## src/rtl/goc_stimulus_sequencer.sv

```systemverilog
// -----------------------------------------------------------------------------
// goc_stimulus_sequencer
//
// Upstream stimulus driver for the golden/faulty QR circuit pair. For each test
// of a campaign it waits for READY, streams N_IN_ELEM pseudo-random matrix
// elements (from four Galois LFSR lanes) on testVector, then raises
// REQUEST_OUT and forwards N_OUT_BEAT result beats, each tagged with its
// test index and beat number, to the downstream comparator.
//
// Ports
//   clk, rst       system clock, synchronous active-high reset
//   run            start pulse, honoured only while idle
//   num_tests      number of tests in the campaign (0 = end immediately)
//   seed           LFSR seed, sampled on run
//   reduced        REDUCED flag for the whole campaign, sampled on run
//   testVector     [47:0] A_R, [95:48] A_I, [107:96] SIGMA, [108] REDUCED,
//                  [109] START, [110] REQUEST_OUT
//   resultVector   [199:0] result data, [200] VALID_OUT, [201] READY
//   res_valid      one result beat forwarded this cycle
//   res_data       result data of the forwarded beat
//   res_index      0-based test index of the forwarded beat
//   res_beat       beat number within the test
//   busy           campaign in progress
//   done           one-cycle pulse at campaign end
//   timeout_err    sticky abort flag, cleared by rst or the next run
//   dbg_state      current FSM state
//
// Handshake: READY is sampled only in WAIT_RDY; the first FEED cycle (START=1)
// follows the cycle in which READY was seen high. VALID_OUT is sampled only in
// WAIT_VAL while REQUEST_OUT=1; every such cycle is one beat, and it appears on
// res_* exactly one cycle later with res_valid=1 for that single cycle.
// -----------------------------------------------------------------------------
module goc_stimulus_sequencer #(
    parameter int N_IN_ELEM  = 16,
    parameter int N_OUT_BEAT = 32,
    parameter int TIMEOUT    = 4095
) (
    input  logic         clk,
    input  logic         rst,
    input  logic         run,
    input  logic [15:0]  num_tests,
    input  logic [31:0]  seed,
    input  logic         reduced,
    output logic [110:0] testVector,
    input  logic [201:0] resultVector,
    output logic         res_valid,
    output logic [199:0] res_data,
    output logic [15:0]  res_index,
    output logic [4:0]   res_beat,
    output logic         busy,
    output logic         done,
    output logic         timeout_err,
    output logic [2:0]   dbg_state
);

    localparam int FCW = (N_IN_ELEM > 1) ? $clog2(N_IN_ELEM) : 1;
    localparam int TCW = $clog2(TIMEOUT + 1);
    localparam logic [31:0] LFSR_MASK = 32'h80200003;
    localparam logic [31:0] LANE_XOR [4] = '{32'h00000000, 32'h5A5A5A5A,
                                             32'hA5A5A5A5, 32'h3C3C3C3C};

    typedef enum logic [2:0] {
        S_IDLE     = 3'd0,
        S_WAIT_RDY = 3'd1,
        S_FEED     = 3'd2,
        S_WAIT_VAL = 3'd3,
        S_NEXT     = 3'd4,
        S_ABORT    = 3'd5,
        S_DONE     = 3'd6
    } state_t;

    state_t             state, state_next;
    logic [31:0]        lane [4];
    logic [FCW-1:0]     feed_cnt;
    logic [4:0]         beat_cnt;
    logic [15:0]        index;
    logic [15:0]        num_lat;
    logic               reduced_lat;
    logic [TCW-1:0]     tmo_cnt;

    logic ready, valid_out;
    logic last_feed, last_beat, last_test, tmo_hit;

    assign ready     = resultVector[201];
    assign valid_out = resultVector[200];
    assign last_feed = (feed_cnt == FCW'(N_IN_ELEM - 1));
    assign last_beat = (beat_cnt == 5'(N_OUT_BEAT - 1));
    assign last_test = ((index + 16'd1) == num_lat);
    // True in the TIMEOUT-th consecutive cycle spent in a wait state.
    assign tmo_hit   = (tmo_cnt == TCW'(TIMEOUT - 1));
    assign dbg_state = state;

    function automatic logic [31:0] lfsr_step(input logic [31:0] x);
        return (x >> 1) ^ (x[0] ? LFSR_MASK : 32'h0);
    endfunction

    // An all-zero Galois LFSR never leaves zero, so such a lane starts at 1.
    function automatic logic [31:0] lane_seed(input logic [31:0] x);
        return (x == 32'h0) ? 32'h1 : x;
    endfunction

    always_comb begin
        state_next = state;
        case (state)
            S_IDLE:     if (run) state_next = (num_tests == 16'd0) ? S_DONE : S_WAIT_RDY;
            S_WAIT_RDY: begin
                if (ready)        state_next = S_FEED;
                else if (tmo_hit) state_next = S_ABORT;
            end
            S_FEED:     if (last_feed) state_next = S_WAIT_VAL;
            S_WAIT_VAL: begin
                if (valid_out) begin
                    if (last_beat) state_next = S_NEXT;
                end else if (tmo_hit) begin
                    state_next = S_ABORT;
                end
            end
            S_NEXT:     state_next = last_test ? S_DONE : S_WAIT_RDY;
            S_ABORT:    state_next = S_DONE;
            S_DONE:     state_next = S_IDLE;
            default:    state_next = S_IDLE;
        endcase
    end

    always_comb begin
        testVector      = '0;
        testVector[108] = busy & reduced_lat;
        if (state == S_FEED) begin
            testVector[107:0] = {lane[3][11:0], lane[2], lane[1], lane[0]};
            testVector[109]   = (feed_cnt == '0);
        end
        testVector[110] = (state == S_WAIT_VAL);
    end

    always_ff @(posedge clk) begin
        if (rst) begin
            state       <= S_IDLE;
            for (int i = 0; i < 4; i++) lane[i] <= '0;
            feed_cnt    <= '0;
            beat_cnt    <= '0;
            index       <= '0;
            num_lat     <= '0;
            reduced_lat <= 1'b0;
            tmo_cnt     <= '0;
            res_valid   <= 1'b0;
            res_data    <= '0;
            res_index   <= '0;
            res_beat    <= '0;
            busy        <= 1'b0;
            done        <= 1'b0;
            timeout_err <= 1'b0;
        end else begin
            state     <= state_next;
            res_valid <= 1'b0;
            done      <= 1'b0;

            // Wait-state watchdog: restarts on any state change and on each beat.
            if (state_next != state)
                tmo_cnt <= '0;
            else if (state == S_WAIT_VAL && valid_out)
                tmo_cnt <= '0;
            else if (state == S_WAIT_RDY || state == S_WAIT_VAL)
                tmo_cnt <= tmo_cnt + TCW'(1);

            case (state)
                S_IDLE: begin
                    if (run) begin
                        for (int i = 0; i < 4; i++) lane[i] <= lane_seed(seed ^ LANE_XOR[i]);
                        num_lat     <= num_tests;
                        reduced_lat <= reduced;
                        feed_cnt    <= '0;
                        beat_cnt    <= '0;
                        index       <= '0;
                        timeout_err <= 1'b0;
                        busy        <= 1'b1;
                    end
                end
                S_FEED: begin
                    for (int i = 0; i < 4; i++) lane[i] <= lfsr_step(lane[i]);
                    feed_cnt <= last_feed ? '0 : feed_cnt + FCW'(1);
                end
                S_WAIT_VAL: begin
                    if (valid_out) begin
                        res_valid <= 1'b1;
                        res_data  <= resultVector[199:0];
                        res_index <= index;
                        res_beat  <= beat_cnt;
                        beat_cnt  <= last_beat ? '0 : beat_cnt + 5'(1);
                    end
                end
                S_NEXT:  index <= index + 16'd1;
                S_ABORT: timeout_err <= 1'b1;
                S_DONE: begin
                    done <= 1'b1;
                    busy <= 1'b0;
                end
                default: ;
            endcase
        end
    end

endmodule

```

## config.mk

```make
export PLATFORM = sky130hd
export DESIGN_NAME = goc_stimulus_sequencer
export DESIGN_NICKNAME = d
export VERILOG_FILES = /design/src/rtl/goc_stimulus_sequencer.sv
export SDC_FILE = /design/constraint.sdc
export NUM_CORES = 1
export LEC_CHECK = 0
export CAP_MARGIN = 20
export CORE_AREA = 2 2 233 235
export DETAILED_ROUTE_END_ITERATION = 16
export DIE_AREA = 0 0 235 237
export PLACE_DENSITY = 0.62
export SYNTH_ARGS = -nofsm -noshare
export SYNTH_HDL_FRONTEND = slang
export SYNTH_SLANG_ARGS = --single-unit
```

## constraint.sdc

```tcl
create_clock -name clk -period 3.79 [get_ports clk]
set_clock_uncertainty 0.05 [all_clocks]
set_input_delay 0.758 -clock clk [delete_from_list [all_inputs] [get_ports clk]]
set_output_delay 0.758 -clock clk [all_outputs]
set_load 0.02 [all_outputs]
```

==> reports/qor.csv <==
stage,metric,value,unit
sta,RSZ-0062 raised after global routing,no,
floorplanning,Top Ports,593,
critical_path,r2r setup slk,660,ps
floorplanning,Die H,237,um
logic_synthesis,post-synthesis area per instance,8.72,um2
logic_synthesis,Netlist Area Pre-Place,0.0170,mm2
global_routing,pin count of the biggest net entering global routing,187,
logic_synthesis,Mapped Nets,2207,
logic_synthesis,Main synth FF type,dfxtp_1,
place,DP HPWL,49.3,mm
pwr,maximum vdd ir drop,0.352,mV
detailed_routing,via count,16358,
cts,CTS root buffer,clkbuf_16,
floorplanning,row cnt,85,
floorplanning,full die area,0.0557,mm2
critical_path,Reg-to-Reg End,dbg_state[0],
global_routing,Congestion Overflow GR,0,
place,number of port buffers,592,
detailed_routing,wire per inst,21.0,um
hold_path,WHS Path Cells,2,
place,DP Worst Slack,340,ps
detailed_routing,Final ANT Viol Nets,0,
critical_path,critical path launch point,dbg_state[1],
final_layout,Final #Nets,2754,
global_routing,vias in the first global route,15727,
critical_path,Critical Path Sink,testVector[6],
sta,setup TNS,0,ps
place,GP Congestion,0.934,
cts,Post CTS Setup Buffer Count,0,
logic_synthesis,most common cell in the netlist,nand2_1,
logic_synthesis,Synth warnings,0,
final_layout,Layout Area Growth over Synthesis,48.1,%
detailed_routing,First-pass DRT Iterations,5,
cts,clock input transition at the sequential cells of the worst setup and hold paths,60,ps
detailed_routing,drt total wl,67.6,mm
floorplanning,Initial Util,31.9,%
pwr,P_leak,8.75,nW
critical_path,CP endpoint kind,primary output,
critical_path,R2R depth,7,
logic_synthesis,largest cells by area after synthesis,"dfxtp_1 33%, edfxtp_1 23%, nand2_1 13%",
logic_synthesis,number of library cell types mapped by synthesis,60,
final_layout,layout cell share with drive strength beyond 1,5.22,%
cts,number of hold buffers added after cts,0,
sta,Worst-Margin Slew,1110,ps
cts,Longest Clk Path Bufs,3,
sta,final worst slack,227,ps
global_routing,first-pass GRT wire length,99.8,mm
logic_synthesis,Post-synth ARST share,0,%
floorplanning,core area,0.0533,mm2
cts,CTS tree,yes,
hold_path,Min-Delay Path Class,flip-flop to flip-flop,
sta,final hold violation count,0,
critical_path,CP Class,flip-flop to primary output,
critical_path,Setup crit start kind,flip-flop,
final_layout,Fillers,5025,
global_routing,antenna violations before repair,5,
cts,cts bufs inserted,46,
sta,part of the cycle the worst path needs,94.0,%
sta,final slew viol count,0,
logic_synthesis,"area leader, netlist",dfxtp_1,
critical_path,Crit Reg-Reg Startpoint,index[2],
cts,Worst-Skew Late Latency,600,ps
critical_path,"critical path fanouts, max",115,
logic_synthesis,register area share after synthesis,55.9,%
run,max_cap viols,0,
logic_synthesis,Mapped Cells,1946,
detailed_routing,vias per inst,5.07,
logic_synthesis,top post-synthesis cells by count,"567 x nand2_1, 304 x a21oi_1, 282 x dfxtp_1",
global_routing,Total Routing Usage GR,23.2,%
sta,Final min period,3560,ps
sta,fmax,0.281,GHz
sta,Worst slew margin,25.5,%
pwr,power density over the cells,412,mW/mm2
logic_synthesis,area share of the largest cell type after synthesis,33.3,%
critical_path,CP arrival,2750,ps
cts,Post-CTS Resized,0,
sta,Final setup viols,0,
floorplanning,Chip Width,235,um
cts,clock sink count,410,
logic_synthesis,Seq cells post-synth,410,
sta,Min Hold Slack,402,ps
logic_synthesis,Post-synth EDFFs,128,
critical_path,Required @ worst endpoint,2980,ps
run_status,outcome,finished clean,
detailed_routing,DRT iter0 DRCs,1347,
detailed_routing,number of remaining DRC errors,0,
cts,H-tree Lvls,2,
registers in the layout (all words and copies together), names as in the netlist:
name and flops:
res_valid 1, res_beat 5, done 1, beat_cnt 5, res_index 16, dbg_state 3, tmo_cnt 12, busy 1
reduced_lat 1, lane 128, timeout_err 1, res_data 200, index 16, num_lat 16, feed_cnt 4
worst min-delay path by stage:
stage	startpoint	to	slack, ps
6_report	res_data[166]	res_data[166]	400
4_1_cts	rst	done	390
5_1_grt	rst	busy	410
2_1_floorplan	reduced_lat	reduced_lat	380
3_3_place_gp	res_data[26]	res_data[26]	390
3_5_place_dp	res_data[166]	res_data[166]	400
routing by layer:
layer,global-route usage (%),vias up,part of all wire [%]
li1,-,7655,-
met1,30.2,7853,41
met2,37.2,727,47
met3,5.64,121,7.9
met4,9.28,2,3.5
met5,0,-,0.015
cell type report:
type                       instances  area (um2)  share of cell area, %
clock inverter                    13         159                  0.632
multi-input combinational       1372        6860                   27.3
inverter                          28         105                  0.418
tap                              696         871                   3.46
clock buffer                      70        1310                   5.22
timing repair buffer             635        6340                   25.2
antenna                            3        7.51                 0.0299
sequential                       410        9490                   37.7
cells in the final DEF, fill, tap and decap left out, types with 17 or more instances in the layout:
master and n:
a21oi_1 304, a22o_1 30, and2_1 103, buf_4 36
clkbuf_1 17, clkbuf_16 46, clkdlybuf4s50_1 591, dfxtp_1 282
edfxtp_1 128, inv_1 28, nand2_1 566, nand3_1 18
nand4_1 17, nor2_1 87, o21ai_0 70, xnor2_1 29
kinds of logic after synthesis:
family | synth area share, %
mux | 0.118
buf+inv | 3.86
flops | 55.9
compound gates | 14.4
simple gates | 23.1
xor+xnor | 2.17
fa+ha+maj | 0.516
stage by stage:
stage / util [%] / std cells / power [mW] / cell area [um2]
5_1_grt: 47.2 / 3227 / 10.7 / 25100
2_1_floorplan: - / 1946 / 5.39 / 17000
6_report: 47.2 / 3227 / 10.4 / 25100
4_1_cts: 47.2 / 3224 / 10.4 / 25100
3_5_place_dp: 44.4 / 3141 / 6.04 / 23700
3_3_place_gp: 44.4 / 3141 / 6.03 / 23700
where the power goes:
group          internal [mW]  switching [mW]
registers               4.76           0.113
logic                  0.497           0.583
clock network           2.54            1.86
total                   7.79            2.56
critical path: stages, from the launching register on:
cell and delay (ps):
dfxtp_1 330, inv_1 100, nor3_2 350, buf_12 380, and2_1 210, clkdlybuf4s50_1 710
(Power assumes the default switching activity.)
